File: config.mk
export PLATFORM = sky130hd
export DESIGN_NAME = bit_serial_sub_ctrl
export DESIGN_NICKNAME = d
export VERILOG_FILES = /design/src/rtl/bit_serial_sub_ctrl.sv
export SDC_FILE = /design/constraint.sdc
export NUM_CORES = 1
export LEC_CHECK = 0
export ABC_AREA = 1
export BUFFER_PORTS_ARGS = -buffer_cell sky130_fd_sc_hd__buf_4
export CORE_ASPECT_RATIO = 1.4
export CORE_UTILIZATION = 52
export DETAILED_ROUTE_END_ITERATION = 6
export PLACE_DENSITY = 0.89
export SLEW_MARGIN = 0
export SYNTH_ARGS = -nofsm -noshare
export SYNTH_HDL_FRONTEND = slang
export SYNTH_SLANG_ARGS = --single-unit
File: constraint.sdc
create_clock -name clk -period 1.25 [get_ports clk]
set_input_delay 0 -clock clk [delete_from_list [all_inputs] [get_ports clk]]
set_output_delay 0 -clock clk [all_outputs]
set_load 0.1 [all_outputs]
File: src/rtl/bit_serial_sub_ctrl.sv
// rtl/bit_serial_sub_ctrl.sv - bit-serial PIM subtraction engine around one shared 1-bit subtractor cell
// Optional signed-overflow output enabled by defining BSSUB_OVF_EN.

// Single-bit subtractor: Sub = A - B - Bin (mod 2), Bout = borrow out.
module subtractor_1bit #(
  parameter int IMPL_TYPE = 0
) (
  input  logic a_i,
  input  logic b_i,
  input  logic bin_i,
  output logic sub_o,
  output logic bout_o
);

  generate
    if (IMPL_TYPE == 1) begin : g_maj
      // Subtract as A + ~B + ~Bin built from majority gates and inverters.
      logic x, y, c, co, m;
      assign x      = a_i;
      assign y      = ~b_i;
      assign c      = ~bin_i;
      assign co     = (x & y) | (x & c) | (y & c);
      assign m      = (x & y) | (x & ~c) | (y & ~c);
      assign sub_o  = (~co & c) | (~co & m) | (c & m);
      assign bout_o = ~co;
    end else begin : g_xor
      // Difference by XOR, borrow selected by a mux on the incoming borrow.
      assign sub_o  = a_i ^ b_i ^ bin_i;
      assign bout_o = bin_i ? (~a_i | b_i) : (~a_i & b_i);
    end
  endgenerate

endmodule

module bit_serial_sub_ctrl #(
  parameter int WIDTH     = 8,
  parameter int IMPL_TYPE = 0
) (
  input  logic             clk,
  input  logic             rst_n,
  input  logic             in_valid,
  output logic             in_ready,
  input  logic [WIDTH-1:0] a,
  input  logic [WIDTH-1:0] b,
  input  logic             bin,
  output logic             out_valid,
  input  logic             out_ready,
  output logic [WIDTH-1:0] diff,
  output logic             bout,
`ifdef BSSUB_OVF_EN
  output logic             ovf,
`endif
  output logic             busy
);

  localparam int CW = (WIDTH > 1) ? $clog2(WIDTH) : 1;
  localparam logic [CW-1:0] LAST_BIT = CW'(WIDTH - 1);

  typedef enum logic [1:0] {
    IDLE = 2'd0,
    RUN  = 2'd1,
    DONE = 2'd2
  } state_e;

  state_e           state_q;
  logic [WIDTH-1:0] a_q;
  logic [WIDTH-1:0] b_q;
  logic [WIDTH-1:0] diff_q;
  logic             brw_q;
  logic [CW-1:0]    cnt_q;
  logic             cell_sub;
  logic             cell_bout;
`ifdef BSSUB_OVF_EN
  logic             ovf_q;
`endif

  // The one shared cell always looks at the current LSBs and the borrow flop.
  subtractor_1bit #(
    .IMPL_TYPE(IMPL_TYPE)
  ) u_cell (
    .a_i   (a_q[0]),
    .b_i   (b_q[0]),
    .bin_i (brw_q),
    .sub_o (cell_sub),
    .bout_o(cell_bout)
  );

  // Sequencer: accept operands, shift one bit per cycle, hold result until consumed.
  always_ff @(posedge clk or negedge rst_n) begin
    if (!rst_n) begin
      state_q <= IDLE;
      a_q     <= '0;
      b_q     <= '0;
      diff_q  <= '0;
      brw_q   <= 1'b0;
      cnt_q   <= '0;
`ifdef BSSUB_OVF_EN
      ovf_q   <= 1'b0;
`endif
    end else begin
      case (state_q)
        IDLE: begin
          if (in_valid) begin
            a_q     <= a;
            b_q     <= b;
            brw_q   <= bin;
            diff_q  <= '0;
            cnt_q   <= '0;
`ifdef BSSUB_OVF_EN
            ovf_q   <= 1'b0;
`endif
            state_q <= RUN;
          end
        end
        RUN: begin
          a_q    <= a_q >> 1;
          b_q    <= b_q >> 1;
          brw_q  <= cell_bout;
          diff_q <= {cell_sub, diff_q[WIDTH-1:1]};
          if (cnt_q == LAST_BIT) begin
            // Counter stays at the last index so it never wraps.
            state_q <= DONE;
`ifdef BSSUB_OVF_EN
            // On the last bit the LSBs hold the original operand MSBs.
            ovf_q   <= (a_q[0] ^ b_q[0]) & (cell_sub ^ a_q[0]);
`endif
          end else begin
            cnt_q <= cnt_q + CW'(1);
          end
        end
        DONE: begin
          if (out_ready) begin
            state_q <= IDLE;
          end
        end
        default: state_q <= IDLE;
      endcase
    end
  end

  assign in_ready  = (state_q == IDLE);
  assign out_valid = (state_q == DONE);
  assign busy      = (state_q == RUN);
  assign diff      = diff_q;
  assign bout      = brw_q;
`ifdef BSSUB_OVF_EN
  assign ovf       = ovf_q;
`endif

endmodule

Word-level counts from Yosys, hierarchy flattened
Cells that the tools add are included.
W data, S select, Z words.

word-level totals
  flip-flop bits (word level) = 30
  latch bits = 0
  memory bits (writable) = 0
  bits in read-only memories = 0
  output and inout bits = 12
  word-level logic and storage cells = 40
  memories = 0

cells by class
  $add $sub $neg = 1
  multiply operators = 0
  div/mod/pow operators = 0
  magnitude comparators = 0
  equal/unequal tests = 7
  shift operators = 0
  multiplexer cells = 16
  bitwise operators = 5
  reduce and logical (&&, ||, !) cells = 5

operators by type and width
  operator               number
  $pmux W8 S2            3
  $mux W8                3
  $mux W2                3
  $mux W3                2
  $pmux W2 S3            1
  $pmux W3 S2            1
  $reduce_and A3 Y1      2
  $ne A2 B1 Y1 const B   2
  $ne A2 B2 Y1 const B   2
  $add A3 B1 Y3 const B  1
  $eq A3 B3 Y1 const B   1
  $eq A2 B1 Y1 const B   1
  $eq A2 B2 Y1 const B   1
  $logic_not A2 Y1       1
  $mux W1                2
  $pmux W1 S2            1
  $reduce_and A2 Y1      1
  $reduce_bool A2 Y1     1
  $xor A1 B1 Y1          2
  $and A1 B1 Y1          1
  $not A1 Y1             1
  $or A1 B1 Y1           1

Logic depth before layout (Yosys ltp)
Gate-level depths: netlist of run 1.

  depth after elaboration = 4
  depth in mapped cells = 8
  mapped depth without buffers = 8

By module
From an unflattened synthesis of run 1, not the netlist that was laid out.

second synthesis, totals
  cell total of the unflattened synthesis = 197
  area, all modules = 1496.4 um^2

modules (own cells, without submodules)
  module               times used  cells each  area each (um^2)
  bit_serial_sub_ctrl  1           184         1430.1
  subtractor_1bit      1           13          66.3

Least setup slack after synthesis of run 1
OpenSTA, ideal clock, no wires.

  path type = reg2reg
  start point = register state_q[0]
  end point = register brw_q, in the netlist bout
  data arrival time = 2331 ps
  path slack = -1202 ps
  stages on the path, launching flop included = 5
  path buffers = 0
  clock period less this slack = 2452 ps
  path through = dfrtp_1 nor2_1 nand2_1 nand3_1 nand2_1

on the way
  cells in the longest elaborated chain, start to end = 3
  elaborated cells between the ends (all ways) = 6
  classes of those cells = eq/ne: 2; mux: 1; reduce/logical: 3

RTL lines
  element                                                       RTL line  source
  start: declaration                                            65        state_e state_q;
  start signal: assignment                                      91        state_q <= IDLE;
  start signal: assignment                                      112       state_q <= RUN;
  start signal: assignment                                      122       state_q <= DONE;
  $logic_not A2 Y1 (*)                                          -
  named net in_ready                                            42        output logic in_ready,
  $ne A2 B2 Y1 (no line) or $reduce_bool A2 Y1 (tied branches)  -
  $reduce_and A2 Y1 (no line)                                   -
  end signal: assignment                                        106       brw_q <= bin;
  end signal: assignment                                        118       brw_q <= cell_bout;
  end: declaration                                              69        logic brw_q;

Mark *: on every way through the listed nets, which the timed path passes. The rest lies on a longest branch.
A chain may end at the register's enable or synchronous reset.

Worst setup path in the final report of run 1
  start point = register state_q[0]
  end point = register diff_q[2], in the netlist diff[2]

on the way
  cells in the longest elaborated chain, start to end = 3
  elaborated cells between the ends (all ways) = 6
  classes of those cells = eq/ne: 2; mux: 1; reduce/logical: 3

RTL lines
  element                                                       RTL line  source
  $eq A2 B1 Y1 or $logic_not A2 Y1 (tied branches)              101       case (state_q)
  $reduce_bool A2 Y1 (no line) or $ne A2 B2 Y1 (tied branches)  -
  $reduce_and A2 Y1 (no line)                                   -
  end signal: assignment                                        119       diff_q <= {cell_sub, diff_q[WIDTH-1:1]};
  end: declaration                                              68        logic [WIDTH-1:0] diff_q;

Parallel ways exist; a longest one is shown, timed or not.

==> impl_metrics.py, run 1 <==
metrics = {
    "run_status": {
        "outcome": "finished with violations",
        "violations": "negative setup slack",
    },
    "finish": {
        "postLayoutCoreUtil_pct": 88.9,
        "final_common_cell": "nand2_1",
        "layout.cells.non_filler": 296,
        "synthToLayoutAreaGrowth_pct": 61.8,
        "layout_common_cells": "109 x nand2_1, 34 x buf_4, 24 x dfrtp_1",
        "finalNetCount": 284,
        "diodes": 0,
        "drive_gt1_share_pct": 31.9,
        "fillers": 118,
    },
    "power": {
        "power_frac_seq_pct": 25.8,
        "p_per_area_nw_per_um2": 2890,
        "vdd_ir_drop_max_mv": 2.46,
        "p_int_mw": 3.18,
        "swShare_pct": 52.7,
        "comb_power_share_pct": 64.4,
        "p_leak_nw": 1.23,
        "power_frac_clock_pct": 9.8,
        "p_sw_mw": 3.55,
    },
    "detailed_routing": {
        "vias": 1673,
        "ant_nets": 0,
        "drt_iter0_drc": 119,
        "drtPass1Iterations": 6,
        "wl_per_cell_um": 17.8,
        "drt-total-wl_um": 5270,
        "drc": 0,
        "viasPerCell": 5.65,
    },
    "worst_setup_path": {
        "cp-start-kind": "flop",
        "critical_path_class": "flop to flop",
        "cp_max_fo": 6,
        "worstRegToRegCells": 6,
        "max_stage_delay_ns": 0.46,
        "cp_top_family": "flip-flops",
        "crit_top_cell": "buf_12",
        "end_kind": "flop",
        "crit_arrival_ns": 1.59,
        "critical-path-slowest-cell": "dfrtp_2",
        "cp.depth": 6,
        "path_cells": "buf_4 -> o21ai_4 -> buf_12 -> buf_12 -> nand2_1 -> o21ai_1",
        "worstPathRequired_ns": 1.51,
        "crit_buf_inv": 3,
    },
    "clock_tree": {
        "cts_made_buffers": 5,
        "cts_max_level": 2,
        "worstSkewPairLatency_ns": 0.36,
        "path_clk_slew_ns": 0.11,
        "cts.path.max_buffers": 2,
        "clock-root-buffer": "clkbuf_4",
        "tritoncts": "yes",
        "cts.sinks": 30,
    },
    "sta": {
        "slew_violations": 0,
        "holdWs_ns": 0.0973,
        "fin_crit_sh_pct": 106,
        "fin_crit_ns": 1.33,
        "rsz0062_at_grt": "true",
        "worst_pin_slew_ns": 0.391,
        "hold_violations": 0,
        "clock.fmax_mhz": 754,
        "setup_viol": 13,
        "max_slew_margin_pct": 73.9,
        "fin_setup_tns_ns": -0.316,
        "setup_slack_ns": -0.0759,
        "skew_ns": 0.0131,
    },
    "yosys": {
        "syn_area_per_cell_um2": 7.56,
        "synth_area_um2": 1440,
        "synth_seq_cells": 30,
        "yosysSeqAreaShare_pct": 52.3,
        "synth_cell_types": 14,
        "yosys_warnings": 0,
        "synthCells": 190,
        "synth_fp_nets": 215,
    },
    "place": {
        "portBuffers": 32,
        "dp_hpwl_um": 2100,
        "place_ws_ns": -0.0408,
        "globalplace.congestion": 0.764,
        "dpl.cell_count": 256,
    },
    "global_routing": {
        "grt_pass1_wl_um": 6290,
        "grt_pass1_vias": 1387,
        "antenna_found_initial": 0,
        "met1_usage_pct": 33.8,
        "overflow": 0,
        "gr-usage-met2_pct": 50.3,
        "grt-busiest-layer": "met2",
        "grt.met3_usage_pct": 8.76,
        "track_usage_pct": 30.3,
        "grt_start_max_net_pins": 31,
    },
    "floorplanning": {
        "die_h_um": 64.2,
        "core_um2": 2620,
        "ios": 33,
        "row_count": 22,
        "die_w_um": 46.4,
        "dieArea_um2": 2980,
        "start_util_pct": 54.9,
    },
    "hold_path": {
        "hp-class": "input pin to async pin",
    },
    "job": {
        "maxCapViolations": 0,
    },
}
## logic make-up after synthesis
group	synth area share [%]
xor gates and xnor gates	0.610
buffers and inverters	6.45
and+or+nand+nor	33.7
AOI/OAI and AO/OA	3.48
DFF	52.3
adders and majority gates	3.48
## Yosys cell counts, drive strengths merged
library cell  instances  area, um2
nand2               114        428
dfrtp                30        751
inv                  14       52.6
o21ai                 8       43.8
buf                   7       40.0
nand3                 6       30.0
nor2                  5       26.3
ha                    4       50.1
o22ai                 1       6.26
xor2                  1       8.76
## stage by stage
stage	area (um2)	total power, mW
final	2320	6.73
after global routing	2320	7.03
after CTS	2130	5.82
after detailed placement	1810	4.97
after global placement	1810	4.88
after floorplan	1490	4.12
## metal layers
metal  up-vias  share of wire (%)
met4         0                6.4
met5         -                  0
met1       781                 34
met2       142                 49
met3        37                 10
li1        713                  -
## timing repair
item	4_1_cts	5_1_grt
gates resized for setup	10	23
cloned	0	5
pin swaps	2	8
setup endpoints to repair	6	26
buffers inserted	3	4
hold buffers	20	0
hold endpoints to repair	49	0
## final cells by class
cell class	instances	area (um2)	share of cell area (%)
inverters	14	62.6	2.69
clock inverters	1	5.00	0.215
clock buffers	7	55.1	2.37
flip-flops and latches	30	758	32.6
repair inverters	1	6.26	0.269
repair buffers	68	716	30.8
multi-input cells	139	676	29.1
well taps	36	45.0	1.94
## state kept, by name, indices dropped and copies added (netlist names)
| name | cells |
|---|---|
| a_q | 8 |
| b_q | 8 |
| diff | 8 |
| cnt_q | 3 |
| state_q | 2 |
| bout | 1 |
## worst paths after layout
check / endpoint / from / slack, ns
hold reg to reg: a_q[4] / a_q[4] / 0.49
setup reg to reg: diff[2] / state_q[0] / -0.08
hold / removal: a_q[4] / rst_n / 0.1
min in group clk: state_q[1] / out_ready / 0.42
max in group asynchronous: state_q[1] / rst_n / 0.83
setup / recovery: diff[2] / state_q[0] / -0.08
## power by group through the flow
stage               registers (mW)  clock network (mW)  logic, mW
floorplan                     2.58                   0       1.54
global placement              1.69                   0       3.18
detailed placement            1.72                   0       3.25
CTS                           1.68               0.626       3.51
global route                  1.77               0.694       4.57
finish                        1.74               0.657       4.33
Power figures use the tool's default switching activity.
==> run 2, diff against run 1 <==
--- a/config.mk
+++ b/config.mk
@@ -11,6 +11,7 @@
 export CORE_UTILIZATION = 52
 export DETAILED_ROUTE_END_ITERATION = 6
 export PLACE_DENSITY = 0.89
+export REMOVE_ABC_BUFFERS = 1
 export SLEW_MARGIN = 0
 export SYNTH_ARGS = -nofsm -noshare
 export SYNTH_HDL_FRONTEND = slang
==> run 2 against run 1 <==
Net effect:
- the flow still finishes with violations (negative setup slack)
- fmax is 5.6% lower
- register-to-register slack worse by 0.08 ns
- sequential share of layout area is 2.1 points higher
- setup slack worse by 0.079 ns
- routed wire length is 16% lower
- critical path type unchanged
- largest cell class unchanged
==> impl_metrics.py, run 2 (synthesis results as in run 1) <==
metrics = {
    "run_status": {
        "outcome": "finished with violations",
        "violations": "negative setup slack",
    },
    "detailed_routing": {
        "vias": 1519,
        "wl_per_cell_um": 15.1,
        "drtPass1Iterations": 4,
        "ant_nets": 0,
        "drt_iter0_drc": 51,
        "viasPerCell": 5.17,
        "drc": 0,
        "drt-total-wl_um": 4440,
    },
    "finish": {
        "drive_gt1_share_pct": 27.5,
        "synthToLayoutAreaGrowth_pct": 51.1,
        "fin_area_um2": 2170,
        "diodes": 0,
        "final_common_cell": "nand2_1",
        "finalNetCount": 282,
        "layout_common_cells": "110 x nand2_1, 35 x buf_4, 28 x dfrtp_1",
        "postLayoutCoreUtil_pct": 83.0,
        "fillers": 143,
    },
    "sta": {
        "setup_slack_ns": -0.155,
        "max_slew_margin_pct": 75.0,
        "fin_crit_sh_pct": 112,
        "slew_violations": 0,
        "skew_ns": 0.0110,
        "rsz0062_at_grt": "true",
        "fin_crit_ns": 1.40,
        "holdWs_ns": 0.107,
        "hold_violations": 0,
        "worst_pin_slew_ns": 0.374,
        "setup_viol": 21,
        "clock.fmax_mhz": 712,
    },
    "clock_tree": {
        "cts_made_buffers": 5,
        "cts.sinks": 30,
        "clock-root-buffer": "clkbuf_4",
        "worstSkewPairLatency_ns": 0.34,
        "cts.path.max_buffers": 2,
        "path_clk_slew_ns": 0.10,
        "tritoncts": "yes",
        "cts_max_level": 2,
    },
    "floorplanning": {
        "ios": 33,
        "die_w_um": 46.4,
        "dieArea_um2": 2980,
        "row_count": 22,
        "core_um2": 2620,
        "start_util_pct": 54.9,
        "die_h_um": 64.2,
    },
    "power": {
        "vdd_ir_drop_max_mv": 2.52,
        "p_per_area_nw_per_um2": 2900,
        "total_power_mw": 6.29,
        "p_leak_nw": 1.19,
    },
    "global_routing": {
        "grt_pass1_vias": 1377,
        "gr-usage-met2_pct": 47.0,
        "grt_start_max_net_pins": 31,
        "track_usage_pct": 28.4,
        "grt_pass1_wl_um": 5920,
        "overflow": 0,
        "met1_usage_pct": 31.5,
        "grt.met3_usage_pct": 9.60,
        "antenna_found_initial": 0,
        "grt-busiest-layer": "met2",
    },
    "place": {
        "dp_hpwl_um": 2010,
        "dpl_cell_area_um2": 1730,
        "portBuffers": 32,
        "globalplace.congestion": 0.799,
    },
    "worst_setup_path": {
        "crit_arrival_ns": 1.69,
        "worstPathRequired_ns": 1.54,
        "end_kind": "flop",
        "critical_path_class": "flop to flop",
        "worstRegToRegCells": 5,
        "rrSetupSlack_ns": -0.15,
        "reg2reg_to": "b_q[4]",
        "cp-start-kind": "flop",
        "cp_max_fo": 5,
        "regToRegStartpoint": "state_q[0]",
    },
    "hold_path": {
        "hp-class": "input pin to async pin",
    },
    "job": {
        "maxCapViolations": 0,
    },
}
[run 2: changes by cell type in the layout (fill, tap and decap cells not counted), sizes merged]
cell,delta
bufinv,+1
clkinv,+1
inv,-1
clkbuf,-4
buf,+1
[run 2: per-stage QoR]
stage	worst slack, ns	TNS (ns)	instances
after global routing	-0.186	-2.25	294
after global placement	0.0850	0	258
final	-0.155	-0.957	294
after CTS	-0.0169	-0.0330	288
after floorplan	-1.20	-13.42	183
after detailed placement	0.0281	0	258
[run 2: what timing repair did]
action,4_1_cts,5_1_grt
cloned,0,3
pin swaps,0,5
buffers inserted,2,4
endpoints found under the hold margin,48,0
setup endpoints to repair,3,28
resized for setup,8,31
hold buffers,20,0
[run 2: worst max-delay path: stages (launching register included)]
cell     delay (ns)
dfrtp_2        0.47
buf_4          0.17
o21ai_4        0.24
buf_2          0.24
nand2_1        0.13
nand2_1        0.09
[run 2: metal layers]
metal	part of all wire (%)	vias to the layer above
met5	0	-
met4	4.4	0
met3	5.9	24
met2	54	78
met1	36	706
li1	-	711
[run 2: worst max path at each step]
stage	from	endpoint	cells past startpoint
floorplan	state_q[0]	bout	4
global placement	cnt_q[0]	cnt_q[2]	6
detailed placement	cnt_q[0]	cnt_q[1]	7
CTS	state_q[0]	in_ready	3
global route	state_q[0]	b_q[4]	5
finish	state_q[0]	b_q[4]	5
[run 2: layout make-up]
type | count | area (um2) | share of cell area (%)
well taps | 36 | 45.0 | 2.07
repair buffers | 67 | 608 | 28.0
flip-flops and latches | 30 | 753 | 34.7
clock inverters | 3 | 40.0 | 1.84
multi-input cells | 139 | 629 | 29.0
inverters | 14 | 57.6 | 2.65
clock buffers | 5 | 37.5 | 1.73
[run 2: where the power goes]
| part | internal (mW) | switching [mW] | total (mW) |
|---|---|---|---|
| sequential | 1.39 | 0.337 | 1.73 |
| clock | 0.414 | 0.353 | 0.767 |
| combinational | 1.20 | 2.59 | 3.79 |
